==> config.mk <==
export PLATFORM = sky130hd
export DESIGN_NAME = counter_sweep_ctrl_flat
export DESIGN_NICKNAME = d
export VERILOG_FILES = /design/src/rtl/counter_sweep_ctrl_if.sv /design/src/rtl/counter_sweep_ctrl.sv /design/src/flat_wrapper.sv
export SDC_FILE = /design/constraint.sdc
export NUM_CORES = 1
export LEC_CHECK = 0
export ABC_AREA = 1
export BUFFER_PORTS_ARGS = -buffer_cell sky130_fd_sc_hd__buf_2
export CORE_AREA = 2 2 56 58
export CTS_CLUSTER_DIAMETER = 50
export DETAILED_ROUTE_END_ITERATION = 7
export DIE_AREA = 0 0 58 60
export PLACE_DENSITY_LB_ADDON = 0.05
export SETUP_SLACK_MARGIN = 0.4
export SKIP_CTS_REPAIR_TIMING = 1
export SYNTH_ARGS = -nofsm -noshare
export SYNTH_HDL_FRONTEND = slang
export SYNTH_SLANG_ARGS = --single-unit
==> constraint.sdc <==
create_clock -name clk -period 1.4 [get_ports clk]
set_input_delay 0 -clock clk [delete_from_list [all_inputs] [get_ports clk]]
set_output_delay 0 -clock clk [all_outputs]
set_load 0.02 [all_outputs]
==> src/rtl/counter_sweep_ctrl_if.sv <==
// Sweep command channel: start/end/direction offered over a valid/ready handshake.
interface counter_sweep_ctrl_if #(
  parameter int WIDTH = 4
);
  logic             cmd_valid;
  logic             cmd_ready;
  logic [WIDTH-1:0] cmd_start;
  logic [WIDTH-1:0] cmd_end;
  logic             cmd_up;

  modport master (
    output cmd_valid, cmd_start, cmd_end, cmd_up,
    input  cmd_ready
  );

  modport slave (
    input  cmd_valid, cmd_start, cmd_end, cmd_up,
    output cmd_ready
  );
endinterface

==> src/rtl/counter_sweep_ctrl.sv <==
// Drives an enable-less parallel-load up/down counter through one sweep per command.
//
//   state | meaning
//   INIT  | counter held in sync reset; one cycle after rst releases
//   IDLE  | counter held, waiting for a command
//   LOAD  | counter loaded with the sweep start value
//   RUN   | counter stepping toward end (holds while paused)
//   DONE  | completion pulse, counter held at end
module counter_sweep_ctrl #(
  parameter int WIDTH = 4
) (
  input  logic                 clk,
  input  logic                 rst,
  counter_sweep_ctrl_if.slave  cmd,
  input  logic                 pause,
  input  logic                 abort,
  input  logic [WIDTH-1:0]     cnt_out,
  output logic                 cnt_rst,
  output logic                 cnt_load,
  output logic [WIDTH-1:0]     cnt_load_val,
  output logic                 cnt_inc,
  output logic                 busy,
  output logic                 done,
  output logic [WIDTH-1:0]     step_cnt
);

  typedef enum logic [2:0] {
    INIT = 3'd0,
    IDLE = 3'd1,
    LOAD = 3'd2,
    RUN  = 3'd3,
    DONE = 3'd4
  } state_t;

  state_t           state, state_nxt;
  logic [WIDTH-1:0] start_q, end_q;
  logic             dir_q;
  logic             accept;
  logic             step_inc;
  logic [WIDTH-1:0] next_val;

  // Value the counter will hold after this edge if it is allowed to step.
  assign next_val = dir_q ? cnt_out + WIDTH'(1) : cnt_out - WIDTH'(1);

  always_ff @(posedge clk or negedge rst) begin
    if (!rst) begin
      state    <= INIT;
      start_q  <= '0;
      end_q    <= '0;
      dir_q    <= 1'b0;
      step_cnt <= '0;
    end else begin
      state <= state_nxt;
      if (accept) begin
        start_q  <= cmd.cmd_start;
        end_q    <= cmd.cmd_end;
        dir_q    <= cmd.cmd_up;
        step_cnt <= '0;
      end else if (step_inc) begin
        step_cnt <= step_cnt + WIDTH'(1);
      end
    end
  end

  // Default is "hold": the counter has no enable, so it is reloaded with itself.
  always_comb begin
    state_nxt     = state;
    cnt_rst       = 1'b0;
    cnt_load      = 1'b1;
    cnt_load_val  = cnt_out;
    cnt_inc       = 1'b0;
    cmd.cmd_ready = 1'b0;
    busy          = 1'b0;
    done          = 1'b0;
    accept        = 1'b0;
    step_inc      = 1'b0;
    case (state)
      INIT: begin
        cnt_rst      = 1'b1;
        cnt_load     = 1'b0;
        cnt_load_val = '0;
        state_nxt    = IDLE;
      end
      IDLE: begin
        cmd.cmd_ready = 1'b1;
        if (cmd.cmd_valid) begin
          accept    = 1'b1;
          state_nxt = LOAD;
        end
      end
      LOAD: begin
        busy         = 1'b1;
        cnt_load_val = start_q;
        if (abort)                 state_nxt = IDLE;
        else if (start_q == end_q) state_nxt = DONE;
        else                       state_nxt = RUN;
      end
      RUN: begin
        busy = 1'b1;
        if (abort) begin
          state_nxt = IDLE;
        end else if (!pause) begin
          cnt_load = 1'b0;
          cnt_inc  = dir_q;
          step_inc = 1'b1;
          if (next_val == end_q) state_nxt = DONE;
        end
      end
      DONE: begin
        done      = 1'b1;
        state_nxt = IDLE;
      end
      default: begin
        cnt_rst      = 1'b1;
        cnt_load     = 1'b0;
        cnt_load_val = '0;
        state_nxt    = INIT;
      end
    endcase
  end

endmodule

==> src/flat_wrapper.sv <==
// flat-port wrapper written by rule: the top's interface ports become plain ports
module counter_sweep_ctrl_flat 
#(
  parameter int WIDTH = 4
)
  (clk, rst, pause, abort, cnt_out, cnt_rst, cnt_load, cnt_load_val, cnt_inc, busy, done, step_cnt, cmd_cmd_valid, cmd_cmd_start, cmd_cmd_end, cmd_cmd_up, cmd_cmd_ready);
  counter_sweep_ctrl_if #(.WIDTH(WIDTH)) cmd_i ();
  input  logic clk;
  input  logic rst;
  input  logic pause;
  input  logic abort;
  input  logic [WIDTH-1:0] cnt_out;
  output logic cnt_rst;
  output logic cnt_load;
  output logic [WIDTH-1:0] cnt_load_val;
  output logic cnt_inc;
  output logic busy;
  output logic done;
  output logic [WIDTH-1:0] step_cnt;
  input wire logic [$bits(cmd_i.cmd_valid)-1:0] cmd_cmd_valid;
  input wire logic [$bits(cmd_i.cmd_start)-1:0] cmd_cmd_start;
  input wire logic [$bits(cmd_i.cmd_end)-1:0] cmd_cmd_end;
  input wire logic [$bits(cmd_i.cmd_up)-1:0] cmd_cmd_up;
  output wire logic [$bits(cmd_i.cmd_ready)-1:0] cmd_cmd_ready;
  assign cmd_i.cmd_valid = cmd_cmd_valid;
  assign cmd_i.cmd_start = cmd_cmd_start;
  assign cmd_i.cmd_end = cmd_cmd_end;
  assign cmd_i.cmd_up = cmd_cmd_up;
  assign cmd_cmd_ready = cmd_i.cmd_ready;
  counter_sweep_ctrl #(.WIDTH(WIDTH)) u_core (.clk(clk), .rst(rst), .cmd(cmd_i), .pause(pause), .abort(abort), .cnt_out(cnt_out), .cnt_rst(cnt_rst), .cnt_load(cnt_load), .cnt_load_val(cnt_load_val), .cnt_inc(cnt_inc), .busy(busy), .done(done), .step_cnt(step_cnt));
endmodule
==> impl_metrics.py, run 1 <==
metrics = {
    "run_status": {
        "status": "finished, violations left",
        "violations": "negative setup slack",
    },
    "floorplanning": {
        "start_util_pct": 38.2,
        "die_y_um": 60,
        "io_pins": 32,
        "rows": 20,
        "core_area_um2": 2900,
        "dieArea_um2": 3480,
        "fp.dieW_um": 58,
    },
    "sta": {
        "slew_violations": 0,
        "fin_ws_ns": -0.197,
        "skew_ns": 0.00261,
        "final.min_clock_period_ns": 1.60,
        "worstMarginPinSlew_ns": 0.373,
        "relSlewSlack_pct": 75.2,
        "setup_viol": 9,
        "grt_setup_unrepaired": "yes",
        "fmaxAchievable_ghz": 0.626,
        "whs_ns": 0.0823,
        "finalCritPeriodShare_pct": 114,
        "finalHoldViolations": 0,
    },
    "grt": {
        "first_global_vias": 1005,
        "grt_max_degree": 17,
        "grt_pass1_wl_um": 4350,
        "track_usage_pct": 16.3,
        "grt-ovfl-total": 0,
        "antenna_found_initial": 0,
    },
    "power": {
        "power_frac_clock_pct": 9.0,
        "ir_worst_vdd_uv": 1270,
        "swShare_pct": 49.4,
        "p_leak_nw": 0.870,
        "intPower_mw": 1.68,
        "power_frac_comb_pct": 66.3,
        "seq_power_share_pct": 24.7,
        "p_switching_mw": 1.64,
        "p_total_mw": 3.31,
        "p_per_area_nw_per_um2": 2110,
    },
    "cts": {
        "htree_num_levels": 1,
        "worstSkewPairLatency_ns": 0.28,
        "cts_root_buffer": "clkbuf_4",
        "cts_tree": "built",
        "clk_pin_slew_ns": 0.09,
        "clockBufferDepth": 2,
        "cts_buffers": 3,
        "cts_sinks": 16,
    },
    "worst_setup_path": {
        "critPathRequiredTime_ns": 1.40,
        "rrSetupSlack_ns": -0.16,
        "r2r-start": "u_core.dir_q$_DFFE_PN0P_",
        "reg2regPathDepth": 9,
        "arrival_ns": 1.60,
        "reg2reg_to": "u_core.state[0]$_DFFE_PN0P_",
        "endpoint_kind": "primary output",
        "worstPathMaxFanout": 4,
        "cp-start-kind": "flop",
        "critPathKind": "flop to primary output",
    },
    "synth": {
        "synth_top_family_by_area": "simple AND/OR/NAND/NOR gates",
        "synthCells": 158,
        "ys_ff_latch": 16,
        "synth_cell_types": 22,
        "ys_seq_area_share_pct": 36.1,
        "synth_compound_area_share_pct": 9.58,
        "ys.warnings.count": 0,
        "synth-xor-area-share_pct": 2.37,
        "synthSimpleGateAreaFrac_pct": 36.4,
        "synthAdderAreaFrac_pct": 5.19,
        "synthesis.area_um2": 1110,
        "avgSynthCellArea_um2": 7.02,
        "synth_nets": 180,
        "muxShareOfSynthArea_pct": 0,
    },
    "layout": {
        "diodes": 0,
        "mostFrequentLayoutCell": "nand2_1",
        "layout_common_cells": "47 x nand2_1, 29 x buf_2, 20 x inv_1",
        "drive_above_1_share_pct": 32.1,
        "area.growth.synth_to_final_pct": 41.6,
        "layout.nets": 232,
    },
    "worst_hold_path": {
        "min-delay-path-class": "input pin to flop",
        "holdPathStages": 4,
        "hold_start": "abort",
        "hold_end": "u_core.state[1]$_DFFE_PN0P_",
    },
    "routing": {
        "wirelength_um": 2600,
        "vias": 1139,
        "drc": 0,
        "via_per_inst": 4.71,
        "wl_per_cell_um": 10.7,
        "drtIter0Drc": 32,
        "ant_nets": 0,
        "first_pass_iters": 4,
    },
    "placement": {
        "port_buffers": 31,
        "place_congestion": 0.820,
        "dp_hpwl_um": 2080,
    },
    "flow_run": {
        "cap_viol_max_count": 0,
    },
}
==> worst max-delay path: stages, from the launching register on <==
cell and delay, ns:
dfrtp_1 0.45, nor2_4 0.17, nand2_4 0.10, o21ai_4 0.10, nor2_4 0.07, buf_4 0.14
o21ai_4 0.12, buf_2 0.17
==> sequential cells by signal, indices dropped and copies added, names as in the netlist <==
name	count
u_core.step_cnt	4
u_core.start_q	4
u_core.dir_q	1
u_core.end_q	4
u_core.state	3
==> synth_stat cells <==
cell type,n,area (um^2)
nor2_2,2,12.5
inv_1,22,82.6
nor2_4,1,11.3
buf_6,1,11.3
nor3_1,1,5.00
a21oi_2,1,8.76
nand3_1,12,60.1
dfrtp_1,16,400
nand2_4,2,22.5
ha_1,3,37.5
o21ai_0,13,65.1
inv_4,1,6.26
o21ai_2,2,17.5
xor2_1,3,26.3
fa_1,1,20.0
nor3b_2,1,12.5
nand2_2,2,12.5
nor2_8,1,20.0
a21oi_1,3,15.0
nor2_1,17,63.8
nand2_1,49,184
inv_2,4,15.0
==> routing by layer <==
layer	global-route usage [%]	vias to the layer above	routed length, um
li1	-	596	-
met3	2.16	2	114
met1	22.5	520	1250
met4	5.98	0	17
met2	26.3	21	1210
met5	0	-	0
==> worst max path at each step <==
stage | start | endpoint | cells past startpoint
4_1_cts | u_core.state[0]$_DFFE_PN0P_ | cnt_load_val[2] | 9
5_1_grt | u_core.dir_q$_DFFE_PN0P_ | u_core.state[0]$_DFFE_PN0P_ | 9
2_1_floorplan | u_core.dir_q$_DFFE_PN0P_ | u_core.state[0]$_DFFE_PN0P_ | 9
3_3_place_gp | u_core.dir_q$_DFFE_PN0P_ | u_core.state[0]$_DFFE_PN0P_ | 9
3_5_place_dp | u_core.dir_q$_DFFE_PN0P_ | u_core.state[0]$_DFFE_PN0P_ | 9
6_report | u_core.state[2]$_DFFE_PN0P_ | cnt_load_val[0] | 7
==> kinds of logic after synthesis <==
kind of cell / after synthesis
buf+inv: 28
fa+ha+maj: 4
compound gates: 19
flops: 16
simple gates: 88
xor+xnor: 3
==> area by class of cell <==
cell class | count | area, um^2
fillers | 297 | 1330
multi-input cells | 114 | 658
flip-flops and latches | 16 | 400
repair buffers | 48 | 332
inverters | 27 | 104
well taps | 33 | 41.3
clock buffers | 4 | 36.3
==> per-stage QoR <==
step                utilization [%]  cells  setup TNS (ns)  instance area (um^2)  setup slack [ns]
floorplan                         -    158          -0.229                  1170           -0.0851
global placement               48.1    225          -0.300                  1400            -0.107
detailed placement             48.1    225          -0.419                  1400            -0.154
CTS                            49.4    229           -1.13                  1430            -0.189
global route                   54.1    242           -2.16                  1570            -0.290
finish                         54.1    242           -1.09                  1570            -0.197
==> power groups by stage <==
stage	Clock [mW]	Combinational, mW	Sequential (mW)
floorplan	0	1.50	0.822
detailed placement	0	2.08	0.825
global placement	0	2.03	0.821
finish	0.298	2.20	0.820
CTS	0.312	2.09	0.815
global route	0.339	2.46	0.846
Note: power is estimated with default switching activity, not from simulation.
==> run 2: changes to the inputs <==
--- a/config.mk
+++ b/config.mk
@@ -7,12 +7,11 @@
 export LEC_CHECK = 0
 export ABC_AREA = 1
 export BUFFER_PORTS_ARGS = -buffer_cell sky130_fd_sc_hd__buf_2
-export CORE_AREA = 2 2 56 58
+export CORE_AREA = 2 2 53 55
 export CTS_CLUSTER_DIAMETER = 50
 export DETAILED_ROUTE_END_ITERATION = 7
-export DIE_AREA = 0 0 58 60
+export DIE_AREA = 0 0 55 57
 export PLACE_DENSITY_LB_ADDON = 0.05
-export SETUP_SLACK_MARGIN = 0.4
 export SKIP_CTS_REPAIR_TIMING = 1
 export SYNTH_ARGS = -nofsm -noshare
 export SYNTH_HDL_FRONTEND = slang
==> run 2 against run 1 <==
  * The run still ends with negative setup slack left
  * Worst setup slack gained 0.058 ns
  * Sequential power shrank 1%
  * Global-route usage grew 1.4 points
  * Cell count grew 0.41%
  * Register-to-register slack gained 0.02 ns
  * Largest power group unchanged
==> impl_metrics.py, run 2 (synthesis gave the netlist of run 1 again) <==
metrics = {
    "layout": {
        "mostFrequentLayoutCell": "nand2_1",
        "top_regs": "u_core.end_q (4), u_core.start_q (4), u_core.step_cnt (4)",
        "diodes": 0,
        "drive_above_1_share_pct": 32.5,
        "area.growth.synth_to_final_pct": 44.1,
        "layout.nets": 235,
        "layout_common_cells": "46 x nand2_1, 26 x buf_2, 20 x inv_1",
    },
    "routing": {
        "first_pass_iters": 4,
        "wirelength_um": 2510,
        "vias": 1112,
        "drc": 0,
        "drtIter0Drc": 20,
        "wl_per_cell_um": 10.3,
        "via_per_inst": 4.58,
        "ant_nets": 0,
    },
    "worst_setup_path": {
        "rrSetupSlack_ns": -0.14,
        "endpoint": "u_core.state[2]$_DFFE_PN0P_",
        "slowest_stage": "fa_1",
        "cp-start-kind": "flop",
        "worstPathMaxFanout": 4,
        "critPathKind": "flop to flop",
        "critPathRequiredTime_ns": 1.62,
        "slowest_delay_ns": 0.50,
        "reg2regPathDepth": 10,
        "r2r-start": "u_core.dir_q$_DFFE_PN0P_",
        "arrival_ns": 1.76,
        "reg2reg_to": "u_core.state[2]$_DFFE_PN0P_",
        "critPathMostFrequentCell": "nor2_1",
        "crit_start": "u_core.dir_q$_DFFE_PN0P_",
        "endpoint_kind": "flop",
        "worstPathCellList": "inv_2 > fa_1 > nor2_1 > nor2_1 > nand3_1 > nor2_1 > nand2_1 > nand2_2 > nand2_1 > nor2_1",
    },
    "cts": {
        "clockBufferDepth": 2,
        "cts_sinks": 16,
        "clk_pin_slew_ns": 0.10,
        "htree_num_levels": 1,
        "cts_root_buffer": "clkbuf_4",
        "cts_tree": "built",
        "cts_buffers": 3,
        "worstSkewPairLatency_ns": 0.28,
    },
    "power": {
        "seq_power_share_pct": 23.6,
        "p_per_area_nw_per_um2": 2140,
        "power_frac_clock_pct": 8.9,
        "swShare_pct": 47.9,
        "p_total_mw": 3.42,
        "power_frac_comb_pct": 67.4,
        "intPower_mw": 1.78,
        "p_leak_nw": 0.898,
        "ir_worst_vdd_uv": 1440,
        "p_switching_mw": 1.64,
    },
    "sta": {
        "finalCritPeriodShare_pct": 110,
        "fmaxAchievable_ghz": 0.650,
        "worstMarginPinSlew_ns": 0.369,
        "finalHoldViolations": 0,
        "setup_viol": 7,
        "whs_ns": 0.00118,
        "slew_violations": 0,
        "fin_ws_ns": -0.139,
        "skew_ns": 0.00634,
        "final.min_clock_period_ns": 1.54,
        "finalSetupTns_ns": -0.609,
        "relSlewSlack_pct": 75.4,
        "grt_setup_unrepaired": "yes",
    },
    "grt": {
        "grt-ovfl-total": 0,
        "first_global_vias": 984,
        "grt_pass1_wl_um": 4050,
        "track_usage_pct": 17.7,
        "grt_max_degree": 17,
        "antenna_found_initial": 0,
    },
    "run_status": {
        "status": "finished, violations left",
        "violations": "negative setup slack",
    },
    "flow_run": {
        "cap_viol_max_count": 0,
    },
    "floorplanning": {
        "rows": 19,
        "dieArea_um2": 3140,
        "fp.dieW_um": 55,
        "io_pins": 32,
        "die_y_um": 57,
        "core_area_um2": 2620,
        "start_util_pct": 42.4,
    },
    "placement": {
        "place_congestion": 0.786,
        "port_buffers": 31,
        "dp_hpwl_um": 1970,
    },
    "worst_hold_path": {
        "holdPathStages": 3,
        "min-delay-path-class": "input pin to flop",
    },
}
## run 2: through the flow
stage,utilization (%),instances,area [um^2],setup slack (ns)
detailed placement,51.1,223,1340,-0.117
finish,61.1,243,1600,-0.139
global placement,51.1,223,1340,-0.105
CTS,52.4,227,1370,-0.211
floorplan,-,158,1110,-0.0851
global route,61.1,243,1600,-0.309
## run 2: power groups by stage
stage	clock network, mW	registers, mW	logic (mW)
floorplan	0	0.817	1.32
global placement	0	0.805	1.85
detailed placement	0	0.815	1.88
CTS	0.321	0.805	1.89
global route	0.339	0.838	2.61
finish	0.305	0.809	2.31
## run 2: layout make-up
cell class	instances	area [um^2]
fillers	259	1020
multi-input cells	114	642
flip-flops and latches	16	400
repair buffers	51	375
inverters	27	106
well taps	31	38.8
clock buffers	4	36.3
## run 2: layer usage
metal	share of wire [%]	up-vias	wire length, um	global-route usage, %
met5	0	-	0	0
met4	0.68	0	17	6.27
met3	4.1	2	104	1.83
met2	48	26	1200	28.7
met1	47	488	1190	24.3
li1	-	596	-	-
## run 2: critical path, delay by kind of cell (launching register included)
| family | cells | cell delay [ns] |
|---|---|---|
| and+or+nand+nor | 8 | 0.55 |
| adders and majority gates | 1 | 0.50 |
| DFF | 1 | 0.37 |
| buffers and inverters | 1 | 0.06 |
## run 2: how the worst min path moves through the flow
stage                        from                          end  slack (ns)
floorplan                     rst     u_core.dir_q$_DFFE_PN0P_       -0.30
global placement              rst  u_core.end_q[3]$_DFFE_PN0P_       -0.06
detailed placement            rst  u_core.end_q[3]$_DFFE_PN0P_       -0.06
CTS                           rst  u_core.end_q[3]$_DFFE_PN0P_       -0.38
global route        cmd_cmd_valid  u_core.state[1]$_DFFE_PN0P_       0.009
finish              cmd_cmd_valid  u_core.state[1]$_DFFE_PN0P_       0.001
